File: src/rtl/wb_arb_pkg.sv
// wb_arb_pkg: shared state encoding and grant constants for wb_arbiter_2m
package wb_arb_pkg;
    typedef enum logic [1:0] {
        IDLE = 2'd0,
        GNT0 = 2'd1,
        GNT1 = 2'd2
    } arb_state_t;
    localparam int NUM_MASTERS = 2;
    localparam logic [1:0] GRANT_NONE = 2'b00;
endpackage

File: src/rtl/wb_arb_watchdog.sv
// wb_arb_watchdog: slave-response timeout counter, used only when WB_ARB_TIMEOUT_EN is defined
module wb_arb_watchdog
    import wb_arb_pkg::*;
#(
    parameter int unsigned LIMIT = 255
) (
    input  logic clk_i,
    input  logic rst_ni,
    input  logic active_i,
    input  logic stb_i,
    input  logic resp_i,
    output logic timeout_o
);
    logic [15:0] cnt;
    assign timeout_o = active_i && (cnt == LIMIT[15:0]);
    always_ff @(posedge clk_i) begin
        if (!rst_ni || !active_i || !stb_i || resp_i || timeout_o)
            cnt <= '0;
        else
            cnt <= cnt + 16'd1;
    end
endmodule

File: src/rtl/wb_arbiter_2m.sv
// wb_arbiter_2m: two-master round-robin Wishbone B4 classic arbiter; define WB_ARB_TIMEOUT_EN for the slave watchdog
module wb_arbiter_2m
    import wb_arb_pkg::*;
#(
    parameter int          ADDR_WIDTH     = 24,
    parameter int unsigned TIMEOUT_CYCLES = 255
) (
    input  logic                   clk_i,
    input  logic                   rst_ni,
    input  logic                   m0_cyc_i,
    input  logic                   m0_stb_i,
    input  logic                   m0_we_i,
    input  logic [ADDR_WIDTH-1:0]  m0_adr_i,
    input  logic [7:0]             m0_dat_i,
    output logic [7:0]             m0_dat_o,
    output logic                   m0_ack_o,
    output logic                   m0_err_o,
    output logic                   m0_rty_o,
    input  logic                   m1_cyc_i,
    input  logic                   m1_stb_i,
    input  logic                   m1_we_i,
    input  logic [ADDR_WIDTH-1:0]  m1_adr_i,
    input  logic [7:0]             m1_dat_i,
    output logic [7:0]             m1_dat_o,
    output logic                   m1_ack_o,
    output logic                   m1_err_o,
    output logic                   m1_rty_o,
    output logic                   s_cyc_o,
    output logic                   s_stb_o,
    output logic                   s_we_o,
    output logic [ADDR_WIDTH-1:0]  s_adr_o,
    output logic [7:0]             s_dat_o,
    input  logic [7:0]             s_dat_i,
    input  logic                   s_ack_i,
    input  logic                   s_err_i,
    input  logic                   s_rty_i,
    output logic [NUM_MASTERS-1:0] grant_o
);
    arb_state_t state, state_nxt;
    logic last;
    logic g0, g1, to;
    assign g0 = (state == GNT0);
    assign g1 = (state == GNT1);
    always_comb begin
        state_nxt = IDLE;
        if (state == IDLE)
            state_nxt = (m0_cyc_i && (!m1_cyc_i || last)) ? GNT0 : m1_cyc_i ? GNT1 : IDLE;
        else if (g0)
            state_nxt = m0_cyc_i ? GNT0 : IDLE;
        else if (g1)
            state_nxt = m1_cyc_i ? GNT1 : IDLE;
    end
    always_ff @(posedge clk_i) begin
        if (!rst_ni) begin
            state <= IDLE;
            last  <= 1'b1;
        end else begin
            state <= state_nxt;
            if (state == IDLE && state_nxt != IDLE)
                last <= (state_nxt == GNT1);
        end
    end
`ifdef WB_ARB_TIMEOUT_EN
    wb_arb_watchdog #(
        .LIMIT(TIMEOUT_CYCLES)
    ) u_watchdog (
        .clk_i    (clk_i),
        .rst_ni   (rst_ni),
        .active_i (g0 || g1),
        .stb_i    (g0 ? m0_stb_i : (g1 && m1_stb_i)),
        .resp_i   (s_ack_i || s_err_i || s_rty_i),
        .timeout_o(to)
    );
`else
    logic unused_to;
    assign to        = 1'b0;
    assign unused_to = ^TIMEOUT_CYCLES;
`endif
    assign s_cyc_o  = ((g0 && m0_cyc_i) || (g1 && m1_cyc_i)) && !to;
    assign s_stb_o  = ((g0 && m0_stb_i) || (g1 && m1_stb_i)) && !to;
    assign s_we_o   = (g0 && m0_we_i) || (g1 && m1_we_i);
    assign s_adr_o  = g0 ? m0_adr_i : g1 ? m1_adr_i : '0;
    assign s_dat_o  = g0 ? m0_dat_i : g1 ? m1_dat_i : '0;
    assign m0_dat_o = g0 ? s_dat_i : '0;
    assign m1_dat_o = g1 ? s_dat_i : '0;
    assign m0_ack_o = g0 && s_ack_i;
    assign m1_ack_o = g1 && s_ack_i;
    assign m0_err_o = g0 && (s_err_i || to);
    assign m1_err_o = g1 && (s_err_i || to);
    assign m0_rty_o = g0 && s_rty_i;
    assign m1_rty_o = g1 && s_rty_i;
    assign grant_o  = (g0 || g1) ? {g1, g0} : GRANT_NONE;
endmodule

File: config.mk
export PLATFORM = sky130hd
export DESIGN_NAME = wb_arbiter_2m
export DESIGN_NICKNAME = d
export VERILOG_FILES = /design/src/rtl/wb_arb_pkg.sv /design/src/rtl/wb_arb_watchdog.sv /design/src/rtl/wb_arbiter_2m.sv
export SDC_FILE = /design/constraint.sdc
export NUM_CORES = 1
export LEC_CHECK = 0
export CAP_MARGIN = 20
export CORE_MARGIN = 1
export CORE_UTILIZATION = 19
export DETAILED_ROUTE_END_ITERATION = 16
export GPL_TIMING_DRIVEN = 1
export PLACE_DENSITY = 0.87
export SLEW_MARGIN = 20
export SYNTH_ARGS = -nofsm -noshare
export SYNTH_HDL_FRONTEND = slang
export SYNTH_SLANG_ARGS = --single-unit
File: constraint.sdc
create_clock -name clk_i -period 2.9 [get_ports clk_i]
set_input_delay 0.29 -clock clk_i [delete_from_list [all_inputs] [get_ports clk_i]]
set_output_delay 0.29 -clock clk_i [all_outputs]
set_load 0.005 [all_outputs]
==> parameters.txt <==
Parameter                              Value

Outcome
  Outcome ... finished clean

Floorplan
  Number of top-level design ports ... 142
  X dimension of the die ... 60.2 um
  DIE AREA ... 0.00362 sq mm
  Core Region ... 0.00313 sq mm
  Rows ... 20
  Initial standard-cell utilization of the core ... 20.6%
  Chip height ... 60.2 um

Clock network
  Number of H-tree levels ... 1
  Worst skew pair latency ... 240 ps
  Clock tree from TritonCTS ... done
  Clock Path Buffers ... 2
  Clock-pin slew on the worst setup and hold paths ... 40 ps
  Clock root buffer ... clkbuf_4
  Clock buffers created by TritonCTS ... 3
  Post-CTS resize count ... 0
  CTS Hold Buffers Added ... 0
  Clock sink count ... 3
  Number of setup buffers added after CTS ... 0

Critical path
  Worst-path maximum fanout ... 27
  Critical path endpoint category ... output pin
  Startpoint of the worst setup timing path ... state[1]$_SDFF_PN0_
  Required time reported for the critical path endpoint ... 2610 ps
  Max stage delay cell, worst path ... clkdlybuf4s50_1
  Crit start category ... flop
  Family with the most delay on the worst path ... buffers and inverters
  Setup CP Type ... flop to output pin
  WP data arrival ... 1850 ps
  Buffer and inverter count on the worst path ... 2
  Slowest stage delay, CP ... 520 ps
  Cell depth of the worst setup path ... 4
  Cells traversed along the worst timing path ... nor2b_2, buf_4, a22o_1, clkdlybuf4s50_1
  Critical R2R Capture ... last$_SDFFE_PN1P_
  Reg2Reg Depth ... 2
  Reg-to-reg startpoint ... state[1]$_SDFF_PN0_
  Register-to-register path setup slack ... 1720 ps

Timing
  Final hold viol count ... 0
  Final setup skew ... 2.17 ps
  Min Clock Period, post-route ... 2140 ps
  Setup_tns ... 0 ps
  Total count of max-transition violations in the final report ... 0
  Tightest Pin Transition ... 320 ps
  Setup repair after global routing missed its margin ... false
  Worst slack on hold paths ... 527 ps
  Max frequency ... 467 MHz
  Count of endpoints failing setup in the final report ... 0
  Final Cycle Share ... 73.9%
  Worst slew slack as a fraction of its limit ... 78.1%

Global routing
  Pin count of the biggest net entering global routing ... 28
  Overflow left after global routing ... 0
  Number of antenna violations at the first check in global routing ... 0
  Total routing usage reported by global routing ... 19.2%
  Number of global-route vias before repair ... 1,093
  Global-route wire length before repair ... 5.20 mm

Routing
  Avg WL per Cell ... 14.2 um
  Avg Vias per Cell ... 4.56
  Total via count after detailed routing ... 1,204
  Remaining design rule violation count ... 0
  Final ANT Viol Nets ... 0
  Length of the first detailed-routing pass in iterations ... 4
  1st-iter DRT viols ... 51
  Aggregate routed wire length ... 3.76 mm

Job
  Max cap viols ... 0

Yosys
  Cell area after synthesis ... 643 sq um
  Library cells used by synthesis ... 12
  Number of nets in the synthesized netlist ... 164
  Yosys warning count ... 0
  Flip-flop and latch count after synthesis ... 3
  Share of the yosys chip area belonging to registers ... 9.34%
  Syn Inst Count ... 81
  Mean post-synth cell area ... 7.94 sq um

Cells and area
  Number of nets at the end of the flow ... 304
  Most frequent cells in the layout ... 141 x clkdlybuf4s50_1, 35 x a22o_1, 22 x and2_1
  Filler Cells Inserted ... 269
  Area growth, synth to finish ... 227%
  Fraction of final layout cells with drive strength greater than 1 ... 4.09%
  Most frequent standard cell in the layout excluding fill and tap cells ... clkdlybuf4s50_1
  Diode insertion count for antenna repair ... 0

Placement
  Dpl hpwl ... 3.05 mm
  IO Port Bufs ... 141
  Final GP Congestion ... 0.841

Pwr
  Static leakage power ... 0.815 nW
  Power Density ... 198 mW/mm^2
  Maximum resistive drop on vdd ... 0.000181 V

Worst hold path
  Endpoint of the worst hold-timing path ... state[1]$_SDFF_PN0_
  Hold Crit Start ... last$_SDFFE_PN1P_
  Hold path cells ... 1
  Path class of the lowest-slack min-delay path ... flop to flop
[worst max-delay path by stage]
stage	endpoint
2_1_floorplan	s_adr_o[12]
3_3_place_gp	s_we_o
3_5_place_dp	s_adr_o[0]
4_1_cts	s_adr_o[0]
5_1_grt	s_we_o
6_report	s_we_o
[cell usage after synthesis]
library cell | instances | area (sq um)
a22o_1 | 35 | 307
and2_1 | 22 | 138
buf_4 | 6 | 45.0
buf_2 | 4 | 20.0
nor2b_1 | 4 | 25.0
dfxtp_1 | 3 | 60.1
inv_1 | 2 | 7.51
a2111oi_0 | 1 | 8.76
a221o_1 | 1 | 10.0
nor2_1 | 1 | 3.75
o311a_1 | 1 | 10.0
or3b_1 | 1 | 8.76
[sequential cells by signal, summed over array words and instances (netlist names)]
name	cells
last	1
state	2
[final cells by class]
type                            count  area (sq um)  share of cell area [%]
Clock buffer                        4          26.3                    1.25
Inverter                            2          7.51                   0.357
Multi-Input combinational cell     66           515                    24.5
Sequential cell                     3          60.1                    2.85
Tap cell                           44          55.1                    2.61
Timing Repair Buffer              145          1440                    68.4
[kinds of logic (layout without fill, tap and decap cells)]
group | after synthesis | in the layout | synth area share, %
compound gates | 38 | 38 | 52.1
flops | 3 | 3 | 9.34
simple gates | 28 | 28 | 27.2
buf+inv | 12 | 151 | 11.3
[worst reg2reg max path, cell delays in order (launching register included)]
cell and delay, ps:
dfxtp_1 340, or3b_1 380, a221o_1 340
[routing by layer]
metal | share of wire (%) | track usage [%]
met1 | 36 | 20.4
met2 | 51 | 34.7
met3 | 10 | 5.19
met4 | 2.0 | 8.64
met5 | 0 | 0
[through the flow]
step           cells  setup slack [ps]  power (mW)  instance area (sq um)  util (%)
3_5_place_dp     260              1020       0.342                   2080      66.5
4_1_cts          264               760       0.421                   2110      67.3
2_1_floorplan     81              1600       0.129                    643         -
6_report         264               758       0.416                   2110      67.3
5_1_grt          264               629       0.445                   2110      67.3
3_3_place_gp     260              1020       0.340                   2080      66.5
[where the power goes]
part / switching (mW) / total (mW) / internal, mW / leakage [nW]
registers: 0.00408 / 0.0488 / 0.0447 / 0.0249
clock network: 0.0228 / 0.0744 / 0.0516 / 0.0150
logic: 0.0794 / 0.293 / 0.213 / 0.775
(Power assumes the default switching activity.)
